### src/rtl/gray_counter_pkg.sv
// Shared Gray-code helpers and defaults for the gray_counter block.
package gray_counter_pkg;

  localparam int GRAY_W_DEFAULT = 4;
  localparam int GRAY_W_MAX     = 16;

  typedef enum logic [1:0] {
    OP_HOLD,
    OP_LOAD,
    OP_CNT,
    OP_SAT
  } cnt_op_e;

  // Operates on a zero-extended max-width word; callers slice back to WIDTH.
  function automatic logic [GRAY_W_MAX-1:0] bin2gray(input logic [GRAY_W_MAX-1:0] b);
    return b ^ (b >> 1);
  endfunction

  function automatic logic [GRAY_W_MAX-1:0] gray2bin(input logic [GRAY_W_MAX-1:0] g);
    logic [GRAY_W_MAX-1:0] b;
    b[GRAY_W_MAX-1] = g[GRAY_W_MAX-1];
    for (int i = GRAY_W_MAX-2; i >= 0; i--) b[i] = b[i+1] ^ g[i];
    return b;
  endfunction

endpackage

### src/rtl/gray_counter_encode_reg.sv
// Register pair holding bin and its Gray code, plus the per-update changed-bit mask.
module gray_encode_reg
  import gray_counter_pkg::*;
#(
  parameter int WIDTH = GRAY_W_DEFAULT
) (
  input  logic             clk,
  input  logic             rst,
  input  logic             upd_i,
  input  logic [WIDTH-1:0] bin_d_i,
  output logic [WIDTH-1:0] bin_o,
  output logic [WIDTH-1:0] gray_o,
  output logic [WIDTH-1:0] delta_o
);

  logic [WIDTH-1:0]      bin_q, gray_q, delta_q;
  logic [WIDTH-1:0]      gray_d;
  logic [GRAY_W_MAX-1:0] ext, enc;

  always_comb begin
    ext             = '0;
    ext[WIDTH-1:0]  = bin_d_i;
    enc             = bin2gray(ext);
    gray_d          = enc[WIDTH-1:0];
  end

  // Gray is encoded from the next binary value so both registers move together.
  always_ff @(posedge clk) begin
    if (rst) begin
      bin_q   <= '0;
      gray_q  <= '0;
      delta_q <= '0;
    end else if (upd_i) begin
      bin_q   <= bin_d_i;
      gray_q  <= gray_d;
      delta_q <= gray_d ^ gray_q;
    end else begin
      delta_q <= '0;
    end
  end

  assign bin_o   = bin_q;
  assign gray_o  = gray_q;
  assign delta_o = delta_q;

endmodule

### src/rtl/gray_counter.sv
// Up/down binary counter with load, terminal count and registered Gray output.
module gray_counter
  import gray_counter_pkg::*;
#(
  parameter int WIDTH = GRAY_W_DEFAULT,
  parameter int WRAP  = 1
) (
  input  logic             clk,
  input  logic             rst,
  input  logic             en,
  input  logic             up,
  input  logic             load,
  input  logic [WIDTH-1:0] load_val,
  output logic [WIDTH-1:0] bin,
  output logic [WIDTH-1:0] gray,
  output logic             tc,
  output logic [WIDTH-1:0] gray_delta
);

  cnt_op_e          op;
  logic             upd;
  logic [WIDTH-1:0] bin_d;

  assign tc = up ? (bin == {WIDTH{1'b1}}) : (bin == '0);

  always_comb begin
    op = OP_HOLD;
    if (load)    op = OP_LOAD;
    else if (en) op = ((WRAP == 0) && tc) ? OP_SAT : OP_CNT;
  end

  // Saturation and hold both leave the register pair untouched, clearing delta.
  always_comb begin
    bin_d = bin;
    upd   = 1'b0;
    case (op)
      OP_LOAD: begin
        bin_d = load_val;
        upd   = 1'b1;
      end
      OP_CNT: begin
        bin_d = up ? bin + 1'b1 : bin - 1'b1;
        upd   = 1'b1;
      end
      default: ;
    endcase
  end

  gray_encode_reg #(.WIDTH(WIDTH)) u_reg (
    .clk     (clk),
    .rst     (rst),
    .upd_i   (upd),
    .bin_d_i (bin_d),
    .bin_o   (bin),
    .gray_o  (gray),
    .delta_o (gray_delta)
  );

endmodule

### config.mk
export PLATFORM = sky130hd
export DESIGN_NAME = gray_counter
export DESIGN_NICKNAME = d
export VERILOG_FILES = /design/src/rtl/gray_counter_pkg.sv /design/src/rtl/gray_counter_encode_reg.sv /design/src/rtl/gray_counter.sv
export SDC_FILE = /design/constraint.sdc
export NUM_CORES = 1
export LEC_CHECK = 0
export ABC_AREA = 1
export BUFFER_PORTS_ARGS = -buffer_cell sky130_fd_sc_hd__buf_2
export CAP_MARGIN = 15
export CORE_UTILIZATION = 30
export DETAILED_ROUTE_END_ITERATION = 7
export PLACE_DENSITY = 0.52
export RECOVER_POWER = 50
export SLEW_MARGIN = 10
export SYNTH_ARGS = -nofsm -noshare
export SYNTH_HDL_FRONTEND = slang
export SYNTH_SLANG_ARGS = --single-unit
### constraint.sdc
create_clock -name clk -period 4.5 [get_ports clk]
set_input_delay 0.675 -clock clk [delete_from_list [all_inputs] [get_ports clk]]
set_output_delay 0.675 -clock clk [all_outputs]
set_load 0.005 [all_outputs]
==> summary.txt <==
Layout
  • Layout cells sized above 1: 24.19%
  • Fill cells: 227
  • Area of the multi-input gates: 375.4 um^2
  • Number of antenna diodes: 0
  • Area Growth Syn to Fin: 21.63%
  • Most common cell after layout, fill and taps aside: nand2_1
  • Fin nets: 137
  • Commonest non-fill, non-tap cells in the layout: 26 x nand2_1, 20 x buf_2, 15 x inv_1, 13 x nor2_1, 11 x dfxtp_1
  • FF/Latch Area: 220.2 um^2

CTS
  • CTS root buf: clkbuf_4
  • Hold Buf Count CTS: 0
  • TritonCTS clock tree: done
  • Clk buf depth: 2
  • TritonCTS buffer count: 3
  • # resized after CTS: 0
  • # H-tree levels: 1
  • Setup Buffers After CTS: 0
  • CTS Sinks: 11
  • Reg clk slew, reported paths: 0.07 ns
  • Worst skew pair latency: 0.27 ns

Routing
  • Initial drt markers: 10
  • Post-DRT Antenna Nets: 0
  • WL/cell: 9.517 um
  • Vias post-DR: 706
  • Vias per inst: 4.675
  • Routed wire length: 1437 um
  • Initial DRT Pass Iterations: 4
  • DR DRC count: 0

Floorplan
  • Cell row count: 16
  • DIE WIDTH: 49.50 um
  • Die Area: 0.002450 mm^2
  • Core Area: 0.002042 mm^2
  • Die height: 49.50 um
  • Ports: 22
  • Initial core utilization: 33.15%

Placement
  • Detailed placer's ending HPWL: 1177 um
  • RePlAce Congestion: 0.7564
  • Port buffer count: 21

Timing
  • Period utilization: 46.02%
  • RSZ-0062 raised after global routing: false
  • Worst slew pin tran: 0.6998 ns
  • Setup_tns: 0 ns
  • Crit path time final: 2.071 ns
  • Fin Clk Skew: 0.002426 ns
  • Hold slack: 0.4741 ns
  • Fin. max-slew vios: 0
  • Max-slew headroom: 53.18%
  • F_max: 482.9 MHz
  • Final Setup Violations: 0
  • Hold Vio Cnt, Final: 0

Run
  • Max Cap Viol: 0

GRT
  • Largest net degree at the start of global routing: 11
  • Vias in the first global route: 609
  • First-pass GRT wire length: 2408 um
  • Grt ovf: 0
  • Initial antenna violation count: 0
  • GRT Resource Usage Total: 12.94%

Pwr
  • P_leak: 0.4633 nW
  • Max VDD drop: 0.1540 mV
  • Power per Cell Area: 313.2 mW/mm^2

Synth
  • Post-synthesis sequential area ratio: 32.53%
  • Syn avg cell area: 6.769 um^2
  • Seq cells post-synth: 11
  • YS warnings: 0
  • Synthesized Nets: 112
  • Unique cell type count in the Yosys netlist: 23
  • Synth Instances: 100
  • Mapped Area: 676.9 um^2

Worst setup path
  • R2R Path End: u_reg.delta_o[1]$_SDFF_PP0_
  • Critical Path RT: 3.83 ns
  • CP Capture Type: output port
  • Critical Path Most Common Cell: buf_2
  • R2R Path Start: u_reg.bin_o[0]$_SDFFE_PP0N_
  • Crit Path Class: input port to output port
  • Worst path max stage delay: 0.24 ns
  • R2R depth: 9
  • Crit path max-delay family: buffers and inverters
  • CP Launch Type: input port
  • Critical path buffer and inverter count: 3
  • Worst R2R Setup Slack: 2.71 ns
  • Slowest-stage cell, CP: o41ai_1
  • CP Cell Sequence: buf_2, inv_1, nand2_1, o41ai_1, buf_2
  • CP arrival: 1.40 ns
  • CP Max Fanout: 3

Min path
  • WHS Path Cells: 1
  • HP Class: flop to flop
  • Hold Path End: u_reg.delta_o[1]$_SDFF_PP0_
  • Min-delay src: u_reg.gray_o[1]$_SDFFE_PP0N_

Outcome
  • Status: complete, no violations
[flip-flops by register name, summed over array words and instances (netlist names)]
register,flops
u_reg.delta_o,4
u_reg.gray_o,4
u_reg.bin_o,3
[per-stage QoR]
step | util (%) | cells | setup slack (ns) | instance area, um^2 | power, mW
floorplan | - | 100 | 2.577 | 676.9 | 0.1686
global placement | 39.58 | 147 | 2.366 | 808.3 | 0.1946
detailed placement | 39.58 | 147 | 2.320 | 808.3 | 0.1944
CTS | 40.87 | 151 | 2.439 | 834.6 | 0.2655
global route | 40.32 | 151 | 2.319 | 823.3 | 0.2791
finish | 40.32 | 151 | 2.429 | 823.3 | 0.2578
[layer usage]
metal	GRT usage, %	share of wire [%]	wire, um	up-vias
met5	0	0	0	-
met2	22.83	50	718	13
met4	2.857	0	0	0
li1	-	-	-	367
met1	14.29	45	648	326
met3	5.556	4.9	71	0
[where the power goes]
| part | internal [mW] | switching (mW) |
|---|---|---|
| clock | 0.0344 | 0.0338 |
| combinational | 0.0319 | 0.0417 |
| sequential | 0.108 | 0.00771 |
[Yosys cell counts]
master	n	area (um^2)
a21oi_1	3	15.01
a21boi_2	1	11.26
buf_4	1	7.510
nand2_1	25	93.84
fa_1	1	20.02
nand3_1	6	30.03
o41ai_1	1	8.760
nand3_2	2	20.02
nand4_1	5	31.28
nand2_2	2	12.51
inv_2	2	7.510
inv_1	15	56.30
xnor2_1	2	17.52
ha_1	2	25.02
nor2_1	12	45.04
dfxtp_1	11	220.2
or2_4	1	8.760
or2_1	1	6.260
o21ai_0	1	5.000
nor2_2	1	6.260
o21ai_1	3	15.01
a21boi_1	1	7.510
or2_2	1	6.260
[cells by family after synthesis]
| logic type | Yosys count | synth area share [%] |
|---|---|---|
| adders and majority gates | 3 | 6.654 |
| xor gates and xnor gates | 2 | 2.588 |
| buffers and inverters | 18 | 10.54 |
| and+or+nand+nor | 56 | 38.45 |
| AOI/OAI and AO/OA | 10 | 9.241 |
| DFF | 11 | 32.53 |
[cell type report]
cell class / instances / area share (%)
Sequential cell: 11 / 26.75
Tap cell: 27 / 4.103
Clock buffer: 4 / 3.191
Timing Repair Buffer: 21 / 12.61
Multi-Input combinational cell: 71 / 45.59
Inverter: 17 / 7.751
[how the worst max path moves through the flow]
stage / cells after the start / to / slack [ns] / from
finish: 5 / tc / 2.43 / up
CTS: 5 / tc / 2.44 / up
detailed placement: 12 / u_reg.gray_o[2]$_SDFFE_PP0N_ / 2.32 / up
global placement: 12 / u_reg.gray_o[2]$_SDFFE_PP0N_ / 2.37 / up
floorplan: 11 / u_reg.gray_o[2]$_SDFFE_PP0N_ / 2.58 / up
global route: 5 / tc / 2.32 / up
(Power assumes the default switching activity.)
